`config.mk`:
```
export PLATFORM = sky130hd
export DESIGN_NAME = zeroheti_obi_apb_bridge
export DESIGN_NICKNAME = d
export VERILOG_FILES = /design/src/rtl/zeroheti_obi_apb_bridge.sv
export SDC_FILE = /design/constraint.sdc
export NUM_CORES = 1
export LEC_CHECK = 0
export CAP_MARGIN = 40
export CORE_MARGIN = 1.5
export CORE_UTILIZATION = 27
export CTS_CLUSTER_SIZE = 25
export DETAILED_ROUTE_END_ITERATION = 7
export GPL_ROUTABILITY_DRIVEN = 0
export GPL_TIMING_DRIVEN = 0
export SYNTH_ARGS = -nofsm -noshare
export SYNTH_HDL_FRONTEND = slang
export SYNTH_SLANG_ARGS = --single-unit
```
`constraint.sdc`:
```
create_clock -name clk_i -period 4.2 [get_ports clk_i]
set_input_delay 1.05 -clock clk_i [delete_from_list [all_inputs] [get_ports clk_i]]
set_output_delay 1.05 -clock clk_i [all_outputs]
set_load 0.01 [all_outputs]
```
`src/rtl/zeroheti_obi_apb_bridge.sv`:
```
// ----------------------------------------------------------------------------
// zeroheti_obi_apb_bridge
//
// OBI subordinate that turns each granted OBI transaction into a single APB4
// transfer and returns the APB completion as a one-cycle OBI response. Only one
// transaction is in flight at a time. An optional PREADY timeout converts a
// hung peripheral into an OBI error response.
//
// Ports:
//   clk_i, rst_i            : clock, asynchronous active-high reset
//   obi_req_i / obi_gnt_o   : OBI request / grant (grant is combinational)
//   obi_addr_i, obi_we_i,
//   obi_be_i, obi_wdata_i   : OBI request payload
//   obi_rvalid_o,
//   obi_rdata_o, obi_err_o  : OBI response (data/err are 0 when rvalid is 0)
//   paddr_o .. pprot_o      : APB4 requester outputs (registered)
//   pready_i, prdata_i,
//   pslverr_i               : APB4 completer inputs
// ----------------------------------------------------------------------------
module zeroheti_obi_apb_bridge #(
    parameter int unsigned AddrWidth     = 32,
    parameter int unsigned DataWidth     = 32,
    parameter int unsigned TimeoutCycles = 0
) (
    input  logic                 clk_i,
    input  logic                 rst_i,
    input  logic                 obi_req_i,
    output logic                 obi_gnt_o,
    input  logic [AddrWidth-1:0] obi_addr_i,
    input  logic                 obi_we_i,
    input  logic [3:0]           obi_be_i,
    input  logic [DataWidth-1:0] obi_wdata_i,
    output logic                 obi_rvalid_o,
    output logic [DataWidth-1:0] obi_rdata_o,
    output logic                 obi_err_o,
    output logic [AddrWidth-1:0] paddr_o,
    output logic                 psel_o,
    output logic                 penable_o,
    output logic                 pwrite_o,
    output logic [DataWidth-1:0] pwdata_o,
    output logic [3:0]           pstrb_o,
    output logic [2:0]           pprot_o,
    input  logic                 pready_i,
    input  logic [DataWidth-1:0] prdata_i,
    input  logic                 pslverr_i
);

    // Counter must hold values 0..TimeoutCycles; keep at least one bit.
    localparam int unsigned CntW = (TimeoutCycles == 0) ? 1 : $clog2(TimeoutCycles + 1);
    localparam logic [CntW-1:0] CntLast =
        CntW'((TimeoutCycles == 0) ? 0 : (TimeoutCycles - 1));
    localparam logic [CntW-1:0] CntMax = {CntW{1'b1}};

    // Clears the two byte-offset bits so APB only ever sees word addresses.
    localparam logic [AddrWidth-1:0] WordMask = ~{{(AddrWidth-2){1'b0}}, 2'b11};

    typedef enum logic [1:0] {
        IDLE   = 2'd0,
        SETUP  = 2'd1,
        ACCESS = 2'd2,
        RESP   = 2'd3
    } state_e;

    state_e                 state_q, state_d;
    logic [AddrWidth-1:0]   paddr_q, paddr_d;
    logic                   psel_q, psel_d;
    logic                   penable_q, penable_d;
    logic                   pwrite_q, pwrite_d;
    logic [DataWidth-1:0]   pwdata_q, pwdata_d;
    logic [3:0]             pstrb_q, pstrb_d;
    logic                   rvalid_q, rvalid_d;
    logic [DataWidth-1:0]   rdata_q, rdata_d;
    logic                   err_q, err_d;
    logic [CntW-1:0]        cnt_q, cnt_d;
    logic                   gnt_s;

    // State, APB request and OBI response registers.
    always_ff @(posedge clk_i or posedge rst_i) begin
        if (rst_i) begin
            state_q   <= IDLE;
            paddr_q   <= {AddrWidth{1'b0}};
            psel_q    <= 1'b0;
            penable_q <= 1'b0;
            pwrite_q  <= 1'b0;
            pwdata_q  <= {DataWidth{1'b0}};
            pstrb_q   <= 4'b0000;
            rvalid_q  <= 1'b0;
            rdata_q   <= {DataWidth{1'b0}};
            err_q     <= 1'b0;
            cnt_q     <= {CntW{1'b0}};
        end else begin
            state_q   <= state_d;
            paddr_q   <= paddr_d;
            psel_q    <= psel_d;
            penable_q <= penable_d;
            pwrite_q  <= pwrite_d;
            pwdata_q  <= pwdata_d;
            pstrb_q   <= pstrb_d;
            rvalid_q  <= rvalid_d;
            rdata_q   <= rdata_d;
            err_q     <= err_d;
            cnt_q     <= cnt_d;
        end
    end

    // Next-state logic; psel/penable/rvalid are computed for the *next* state
    // so that the APB and response outputs come straight from flops.
    always_comb begin
        state_d   = state_q;
        paddr_d   = paddr_q;
        pwrite_d  = pwrite_q;
        pwdata_d  = pwdata_q;
        pstrb_d   = pstrb_q;
        psel_d    = 1'b0;
        penable_d = 1'b0;
        rvalid_d  = 1'b0;
        rdata_d   = {DataWidth{1'b0}};
        err_d     = 1'b0;
        cnt_d     = cnt_q;
        gnt_s     = 1'b0;

        case (state_q)
            IDLE: begin
                gnt_s = obi_req_i;
                if (obi_req_i) begin
                    paddr_d  = obi_addr_i & WordMask;
                    pwrite_d = obi_we_i;
                    pwdata_d = obi_wdata_i;
                    pstrb_d  = obi_we_i ? obi_be_i : 4'b0000;
                    psel_d   = 1'b1;
                    state_d  = SETUP;
                end else begin
                    state_d  = IDLE;
                end
            end
            SETUP: begin
                psel_d    = 1'b1;
                penable_d = 1'b1;
                cnt_d     = {CntW{1'b0}};
                state_d   = ACCESS;
            end
            ACCESS: begin
                if (pready_i) begin
                    rvalid_d = 1'b1;
                    rdata_d  = pwrite_q ? {DataWidth{1'b0}} : prdata_i;
                    err_d    = pslverr_i;
                    state_d  = RESP;
                end else if ((TimeoutCycles != 32'd0) && (cnt_q == CntLast)) begin
                    // Peripheral hung: abandon the transfer with an error.
                    rvalid_d = 1'b1;
                    err_d    = 1'b1;
                    state_d  = RESP;
                end else begin
                    psel_d    = 1'b1;
                    penable_d = 1'b1;
                    if (cnt_q != CntMax) begin
                        cnt_d = cnt_q + {{(CntW-1){1'b0}}, 1'b1};
                    end else begin
                        cnt_d = cnt_q;
                    end
                    state_d = ACCESS;
                end
            end
            RESP: begin
                state_d = IDLE;
            end
            default: begin
                state_d = IDLE;
            end
        endcase
    end

    assign obi_gnt_o    = gnt_s;
    assign obi_rvalid_o = rvalid_q;
    assign obi_rdata_o  = rdata_q;
    assign obi_err_o    = err_q;
    assign paddr_o      = paddr_q;
    assign psel_o       = psel_q;
    assign penable_o    = penable_q;
    assign pwrite_o     = pwrite_q;
    assign pwdata_o     = pwdata_q;
    assign pstrb_o      = pstrb_q;
    assign pprot_o      = 3'b000;

endmodule

```
==> summary.txt, run 1 <==
Setup path
  – CP Cell Sequence: clkdlybuf4s50_1 > and2_4 > buf_6 > buf_6 > buf_6 > clkdlybuf4s50_1
  – Critical Path RT: 3.15 ns
  – Crit-path slowest cell: clkdlybuf4s50_1
  – Worst path arrival time: 2.82 ns
  – Setup CP Type: primary input to output pin
  – Cell mode on critical path: buf_6
  – CP startpoint kind: primary input
  – Crit end category: output pin
  – Max FO, Critical Path: 10
  – Largest stage delay, worst path: 0.60 ns

Logic synthesis
  – Largest family of logic cells by synthesized area: multiplexers
  – Top post-synthesis cells by area: dfrtp_1, mux2_2, and2_1
  – Synth warn: 0
  – Simple-gate portion of the synthesized area: 0.06809
  – Post-synthesis xor/xnor area fraction: 0
  – Synthesis-stage register bit count: roughly 110
  – Synth cell types: 20
  – Post-synthesis compound-gate area fraction: 0.01065
  – Post-synth ARST share: 1.000
  – Sequential share of the synthesized area: 0.6776
  – Post-Syn Area: 3877 um^2
  – Cells after Synth: 248
  – Number of synthesized flops with an enable pin: 0
  – Post-synth top area share: 0.6776
  – Count leader, synth: dfrtp_1
  – Post-synth top area cell: dfrtp_1
  – Dominant synthesized flop cell: dfrtp_1
  – Mux cell area share after synthesis: 0.1868
  – Synth Area in Adders: 0.01613
  – Post-Syn Area per Cell: between 15 and 20 um^2
  – Most instantiated cells after synthesis: dfrtp_1, mux2_2, and2_1, buf_4, inv_1

Global routing
  – First-pass GRT wire length: 14060 um
  – Remaining global-route overflow: 0
  – Tot GR Track Use: 0.1237
  – Initial antenna violation count: 0
  – Pin count of the biggest net entering global routing: 54
  – Vias in the first global route: 2813

Cells and area
  – Layout cells sized above 1: 0.1920
  – Area grow syn2layout: 66.92%
  – Area of the multi-input gates: 1111 um^2
  – Final core utilization: 0.4645
  – Sequential cell area: between 2000 and 3000 um^2
  – ANT cells: 0
  – Non-filler cells, final: 654
  – NumNets Final: between 500 and 600
  – Final instance area: 6472 um^2
  – Fillcell total: 1253

STA
  – RSZ-0062 raised after global routing: false
  – Max-slew violation count: 0
  – Setup TNS: 0 ns
  – Fin Clk Skew: 0.005052 ns
  – # setup viols final: 0
  – Period utilization: 0.9212
  – Final min period: 3.869 ns
  – Final hold violation count: 0
  – Relative slew margins: 0.5522
  – Slew @ Worst Pin: 0.6717 ns
  – Maximum clock rate: 258.5 MHz

Floorplan
  – FP Rows: 43
  – Die Y-Extent: 122.8 um
  – IO Count: ~220
  – Initial Util: 0.2783
  – Die Wd: 122.8 um
  – Die area: 15090 um^2
  – Core box area: about 14000 um^2

Clock network
  – Num CTS Buffers: 9
  – Post-CTS sizing: 0
  – Clock network latency to the later pin of the worst-skew pair: 0.35 ns
  – CTS tree: done
  – Hold buffer count at CTS: 0
  – Maximum clock path buffer count: 2
  – H-tree levels: 3
  – Clk sinks: roughly 110
  – Clock Root Buffer: clkbuf_16
  – Post-CTS Repair Setup Buffers: 0
  – CTS clk-pin slew, worst paths: 0.07 ns

Place
  – Detailed placer's ending HPWL: 7215 um
  – Placed Cells: 640
  – Post-placement cell area: approximately 6200 um^2
  – Number of I/O port buffers: about 210

Power
  – Worst vdd ir: around 0.00033 V
  – Leakage: 2.777 nW
  – Pwr/cell area: 630.2 nW/um^2
  – Tot Pwr: 0.004079 W

Worst hold path
  – Hold WC Path Type: register to register

Run
  – Max cap viols: 0

Route
  – DR vias: 2695
  – WL final: 9265 um
  – DRT iter0 DRCs: 53
  – Router iterations before antenna repair: 3
  – DRC Markers: 0
  – ANT nets after route: 0
  – Vias per cell: 4.121
  – Drt wl/cell: 14.17 um

Status
  – Status: completed
stage by stage:
stage / hold slack [ns] / worst slack, ns
floorplan: 0.4984 / 0.3895
global placement: 0.4883 / -1.201
detailed placement: 0.4951 / 0.3101
CTS: 0.5099 / 0.3110
global route: 0.5149 / 0.2447
finish: 0.4926 / 0.3309
kinds of logic after synthesis:
kind of cell | count (synthesis)
AOI/OAI and AO/OA | 7
and+or+nand+nor | 42
buffers and inverters | 25
other | 1
DFF | 105
muxes | 63
adders and majority gates | 5
per-layer routing:
| metal | up-vias | track usage | routed length [um] |
|---|---|---|---|
| li1 | 1260 | - | - |
| met2 | 126 | 0.2073 | 4602 |
| met4 | 0 | 0.03706 | 100 |
| met1 | 1297 | 0.1316 | 3508 |
| met3 | 12 | 0.07156 | 1054 |
| met5 | - | 0 | 0 |
power breakdown:
part,switching [W],internal [W]
combinational,0.000634,0.00113
clock,0.000347,0.000394
sequential,0.000178,0.00140
total,0.00116,0.00292
flip-flops by register name, summed over array words and instances, names as in the netlist:
name,cells
obi_rdata_o,32
obi_err_o,1
obi_rvalid_o,1
pwrite_o,1
pwdata_o,32
paddr_o,30
pstrb_o,4
psel_o,1
penable_o,1
state_q,2
critical path: cells and delay by family:
kind                   cells  cell delay (ns)
buffers and inverters      5             1.57
and+or+nand+nor            1             0.19
cells in the final DEF (no fill, tap or decap):
master           synthesis  layout
and2_1                  31      31
and2_4                   1       1
and3_1                   1       1
and3b_1                  1       1
buf_16                   0       1
buf_4                   10      10
buf_6                    3       3
clkbuf_1                 3       5
clkbuf_16                0       9
clkdlybuf4s50_1          0     207
clkinv_2                 0       1
clkinvlp_4               0       2
conb_1                   1       5
dfrtp_1                105     105
ha_1                     5       5
inv_1                    9       8
inv_4                    0       1
mux2_2                  59      59
mux2_4                   4       4
nand2_1                  2       2
nand4_1                  4       4
nor2b_1                  1       1
nor3b_1                  1       1
o21a_1                   1       1
o21ai_0                  5       5
o31a_1                   1       1
final cells by class:
| cell class | count | area share |
|---|---|---|
| Buffer | 16 | 0.01856 |
| Clock buffer | 11 | 0.03596 |
| Clock inverter | 3 | 0.003093 |
| Inverter | 9 | 0.005606 |
| Multi-Input combinational cell | 122 | 0.1717 |
| Sequential cell | 105 | 0.4060 |
| Tap cell | 180 | 0.03480 |
| Timing Repair Buffer | 208 | 0.3244 |
final timing paths:
check	startpoint	endpoint	slack [ns]	depth (start not counted)
worst max-delay path	obi_req_i	obi_gnt_o	0.33	6
worst min-delay path	pwrite_o	obi_rdata_o[21]	0.49	1
worst max register to register	state_q[0]	pwdata_o[6]	2.39	7
worst min register to register	pwrite_o	obi_rdata_o[21]	0.49	1
max in group asynchronous	rst_i	paddr_o[31]	2.37	3
min in group asynchronous	rst_i	paddr_o[28]	1.16	2
No activity file was read; power rests on OpenSTA's default activity.
==> inputs of run 2 (changes only) <==
--- a/config.mk
+++ b/config.mk
@@ -5,13 +5,13 @@
 export SDC_FILE = /design/constraint.sdc
 export NUM_CORES = 1
 export LEC_CHECK = 0
+export ABC_AREA = 1
 export CAP_MARGIN = 40
 export CORE_MARGIN = 1.5
 export CORE_UTILIZATION = 27
 export CTS_CLUSTER_SIZE = 25
 export DETAILED_ROUTE_END_ITERATION = 7
 export GPL_ROUTABILITY_DRIVEN = 0
-export GPL_TIMING_DRIVEN = 0
 export SYNTH_ARGS = -nofsm -noshare
 export SYNTH_HDL_FRONTEND = slang
 export SYNTH_SLANG_ARGS = --single-unit
==> summary.txt, run 2 <==
Setup path
  – Setup CP Type: primary input to output pin
  – Critical Path RT: ~3.2 ns
  – CP startpoint kind: primary input
  – Crit path launch: obi_req_i
  – Crit end category: output pin
  – Worst path arrival time: 2.26 ns
  – Max FO, Critical Path: 2
  – FF-to-FF Start: state_q[0]

Floorplan
  – FP Rows: 43
  – Die area: 15210 um^2
  – Initial Util: 0.2795
  – IO Count: 215
  – Core box area: ~14000 um^2
  – Die Y-Extent: 123.3 um
  – Die Wd: 123.3 um

Global routing
  – Tot GR Track Use: 0.1408
  – Remaining global-route overflow: 0
  – Pin count of the biggest net entering global routing: about 70
  – Vias in the first global route: 3256
  – First-pass GRT wire length: 16370 um
  – Initial antenna violation count: 0

Logic synthesis
  – Post-Syn Area: 3910 um^2
  – Sequential share of the synthesized area: 0.6720
  – Count leader, synth: nand2_1
  – Post-Syn Area per Cell: 9.354 um^2
  – Post-synth top area cell: dfrtp_1
  – Synth warn: 0
  – Dominant synthesized flop cell: dfrtp_1
  – Synthesis-stage register bit count: 105
  – Top post-synthesis cells by area: dfrtp_1, nand2_1, inv_1
  – Most instantiated cells after synthesis: nand2_1, dfrtp_1, inv_1, nor2_1, buf_4
  – Cells after Synth: approximately 420
  – Post-synth ARST share: 1.000
  – Post-synth top area share: 0.6720
  – Number of synthesized flops with an enable pin: 0
  – Synth cell types: 15

STA
  – Final hold violation count: 0
  – Relative slew margins: 0.5288
  – Fin Clk Skew: 0.006166 ns
  – # setup viols final: 0
  – Maximum clock rate: 302.4 MHz
  – Max-slew violation count: 0
  – Final min period: 3.307 ns
  – Setup TNS: 0 ns
  – Slew @ Worst Pin: 0.7067 ns
  – Period utilization: 0.7874
  – RSZ-0062 raised after global routing: false

Power
  – Leakage: 3.236 nW
  – Worst vdd ir: 0.0002616 V
  – Pwr/cell area: 630.5 nW/um^2

Clock network
  – Hold buffer count at CTS: 0
  – Post-CTS Repair Setup Buffers: 0
  – CTS clk-pin slew, worst paths: 0.06 ns
  – CTS tree: done
  – Clock Root Buffer: clkbuf_16
  – Clk sinks: about 110
  – Post-CTS sizing: 0
  – H-tree levels: 3
  – Clock network latency to the later pin of the worst-skew pair: 0.34 ns
  – Maximum clock path buffer count: 2
  – Num CTS Buffers: 9

Route
  – WL met1: 4524 um
  – Vias per cell: about 4.1
  – WL final: 10530 um
  – Max Used Layer: met4
  – Router iterations before antenna repair: 4
  – Drt wl/cell: 13.04 um
  – DRC Markers: 0
  – DRT iter0 DRCs: about 100
  – ANT nets after route: 0
  – Routed wl met3: 1010 um
  – DR vias: 3276
  – WL met2: 4718 um

Cells and area
  – NumNets Final: 733
  – Most common cell after layout, fill and taps aside: clkdlybuf4s50_1
  – Most frequent cells in the layout: clkdlybuf4s50_1, nand2_1, dfrtp_1
  – ANT cells: 0
  – Layout cells sized above 1: 0.03668
  – Final core utilization: 0.4611
  – Area grow syn2layout: 64.96%

Place
  – Detailed placer's ending HPWL: 7341 um
  – Number of I/O port buffers: 207

Run
  – Max cap viols: 0

Status
  – Status: completed

Worst hold path
  – Worst Hold Launch: paddr_o[2]
  – Hold WC Path Type: register to register
-- run 2: changes by cell type in the layout (fill, tap and decap cells not counted), sizes merged, moves of 2 or more --
cell      delta
nand2      +199
clkinv       +3
inv         +34
nor2        +33
nand4        -4
clkinvlp     -2
and2        -32
clkbuf       -3
mux2        -63
buf         -10
-- run 2: routing by layer --
metal,GRT usage,up-vias
met1,0.1699,1498
li1,-,1612
met5,0,-
met4,0.06897,0
met3,0.05397,18
met2,0.2205,148
-- run 2: area by class of cell --
class	instances	area (um^2)
fill	1299	7538
sequential	105	2628
timing repair buffer	211	2122
multi-input combinational	252	1005
clock buffer	11	252.7
tap	180	225.2
inverter	43	163.9
clock inverter	5	53.80
-- run 2: cell families after synthesis --
logic type | after synthesis | synth area share
simple gates | 235 | 0.2266
flops | 105 | 0.6720
buf+inv | 65 | 0.07488
compound gates | 7 | 0.009601
fa+ha+maj | 5 | 0.01600
other cells | 1 | 0.0009591
-- run 2: path summary, 6_finish.rpt --
path                               end  slack, ns  depth (start not counted)
setup / recovery             obi_gnt_o       0.89                          4
hold / removal              paddr_o[2]       0.48                          2
setup reg to reg            pstrb_o[3]       2.46                          5
hold reg to reg             paddr_o[2]       0.48                          2
max in group asynchronous  paddr_o[25]       2.36                          3
min in group asynchronous  pwdata_o[6]       1.10                          2
-- run 2: worst max-delay path, stage by stage --
cell and delay (ns):
clkdlybuf4s50_1 0.51, nand2_2 0.07, inv_2 0.07, clkdlybuf4s50_1 0.55
-- run 2: metrics by stage --
stage / hold WS (ns) / total power, W / area (um^2) / setup WS, ns / std cells
after floorplan: 0.5154 / 0.002262 / 3925 / 0.3895 / 422
after global placement: 0.4613 / 0.003206 / 6128 / 0.8769 / 790
after detailed placement: 0.4666 / 0.003249 / 6143 / 0.8896 / 791
after CTS: 0.4856 / 0.004131 / 6450 / 0.8772 / 807
after global routing: 0.5005 / 0.004364 / 6450 / 0.8446 / 807
final: 0.4810 / 0.004067 / 6450 / 0.8929 / 807
-- run 2: report_power, final --
group          internal (W)  leakage [nW]  switching, W
Clock              0.000493         0.155      0.000368
Combinational      0.000878          1.73      0.000767
Sequential          0.00138          1.35      0.000182
Total               0.00275          3.24       0.00132
==> inputs of run 3 (changes only) <==
==> constraint.sdc (replaced) <==
create_clock -name clk_i -period 2.6 [get_ports clk_i]
set_input_delay 0.65 -clock clk_i [delete_from_list [all_inputs] [get_ports clk_i]]
set_output_delay 0.65 -clock clk_i [all_outputs]
set_load 0.01 [all_outputs]
==> summary.txt, run 3 (synthesized netlist as in run 2, its figures left out) <==
Setup path
  – R2R Path End: psel_o
  – Critical Path RT: 1.95 ns
  – Worst path arrival time: about 1.9 ns
  – CP startpoint kind: primary input
  – R2R cell count: 7
  – Setup CP Type: primary input to output pin
  – Crit end category: output pin
  – Max FO, Critical Path: 2
  – FF-to-FF setup slack: 0.87 ns
  – FF-to-FF Start: state_q[0]
  – Crit path launch: obi_req_i

Clock network
  – Clock Root Buffer: clkbuf_16
  – CTS clk-pin slew, worst paths: 0.06 ns
  – Post-CTS sizing: 0
  – Clk sinks: 105
  – CTS tree: done
  – Num CTS Buffers: 9
  – Hold buffer count at CTS: 0
  – H-tree levels: 3
  – Maximum clock path buffer count: 2
  – Clock network latency to the later pin of the worst-skew pair: 0.35 ns
  – Post-CTS Repair Setup Buffers: 0

Power
  – Worst vdd ir: approximately 0.00055 V
  – Pwr/cell area: 1019 nW/um^2
  – Leakage: 3.246 nW

Global routing
  – First-pass GRT wire length: 16070 um
  – Tot GR Track Use: 0.1394
  – Pin count of the biggest net entering global routing: 72
  – Remaining global-route overflow: 0
  – Initial antenna violation count: 0
  – Vias in the first global route: 3357

Cells and area
  – Most frequent cells in the layout: clkdlybuf4s50_1, nand2_1, dfrtp_1
  – Most common cell after layout, fill and taps aside: clkdlybuf4s50_1
  – Non-filler cells, final: 808
  – ANT cells: 0
  – Layout cells sized above 1: 0.03503
  – Final core utilization: 0.4639
  – NumNets Final: 735
  – Area grow syn2layout: 65.95%

Place
  – Post-place setup slack: 0.08960 ns
  – Detailed placer's ending HPWL: 7360 um
  – Number of I/O port buffers: 207
  – Placed Cells: ~790

STA
  – Final min period: 2.498 ns
  – RSZ-0062 raised after global routing: false
  – Relative slew margins: 0.5277
  – # setup viols final: 0
  – Setup TNS: 0 ns
  – Hold_ws: 0.4778 ns
  – Final WS setup: 0.1024 ns
  – Final hold violation count: 0
  – Fin Clk Skew: 0.005091 ns
  – Slew @ Worst Pin: 0.7084 ns
  – Period utilization: 0.9606
  – Maximum clock rate: 400.4 MHz
  – Max-slew violation count: 0

Route
  – WL met2: 4803 um
  – Drt wl/cell: 12.75 um
  – WL met1: 4127 um
  – Routed wl met3: 1095 um
  – DR vias: 3248
  – WL final: 10310 um
  – Router iterations before antenna repair: 4
  – ANT nets after route: 0
  – Max Used Layer: met4
  – Vias per cell: around 4.0
  – DRT iter0 DRCs: 82
  – DRC Markers: 0

Worst hold path
  – Worst Hold Launch: pwdata_o[3]
  – WHS Endpoint: pwdata_o[3]
  – Hold WC Path Type: register to register
  – Hold depth: 2

Floorplan
  – Die area: 15210 um^2
  – Die Y-Extent: 123.3 um
  – Initial Util: 0.2795
  – Core box area: 13990 um^2
  – IO Count: 215
  – FP Rows: 43
  – Die Wd: ~120 um

Run
  – Max cap viols: 0

Status
  – Status: completed
## run 3: worst max path at each step
| stage | endpoint | slack [ns] |
|---|---|---|
| detailed placement | obi_gnt_o | 0.09 |
| global route | obi_gnt_o | 0.04 |
| floorplan | obi_err_o | 0.69 |
| CTS | obi_gnt_o | 0.08 |
| finish | obi_gnt_o | 0.10 |
| global placement | obi_gnt_o | 0.07 |
## run 3: per-layer routing
layer,vias to the layer above,track usage
met5,-,0
met3,18,0.07242
met4,0,0.06034
li1,1616,-
met1,1473,0.1544
met2,141,0.2243
## run 3: final cells by class
type                       instances  area, um^2
clock buffer                      12       246.5
sequential                       105        2628
tap                              180       225.2
timing repair buffer             213        2155
inverter                          43       165.2
fill                            1302        7500
clock inverter                     3       65.06
multi-input combinational        252        1005
## run 3: worst max-delay path, cell delays in order
cell	delay [ns]
clkdlybuf4s50_1	0.50
nand2_2	0.08
inv_2	0.07
clkdlybuf4s50_1	0.55
## run 3: through the flow
step | area (um^2) | power (W)
6_report | 6489 | 0.006610
5_1_grt | 6489 | 0.007082
4_1_cts | 6489 | 0.006740
3_5_place_dp | 6177 | 0.005258
3_3_place_gp | 6177 | 0.005201
2_1_floorplan | 3929 | 0.003655
## run 3: power breakdown
part / internal, W / switching, W / leakage [nW]
Sequential: 0.00223 / 0.000291 / 1.35
Combinational: 0.00143 / 0.00123 / 1.74
Clock: 0.000864 / 0.000564 / 0.153
Total: 0.00452 / 0.00209 / 3.25
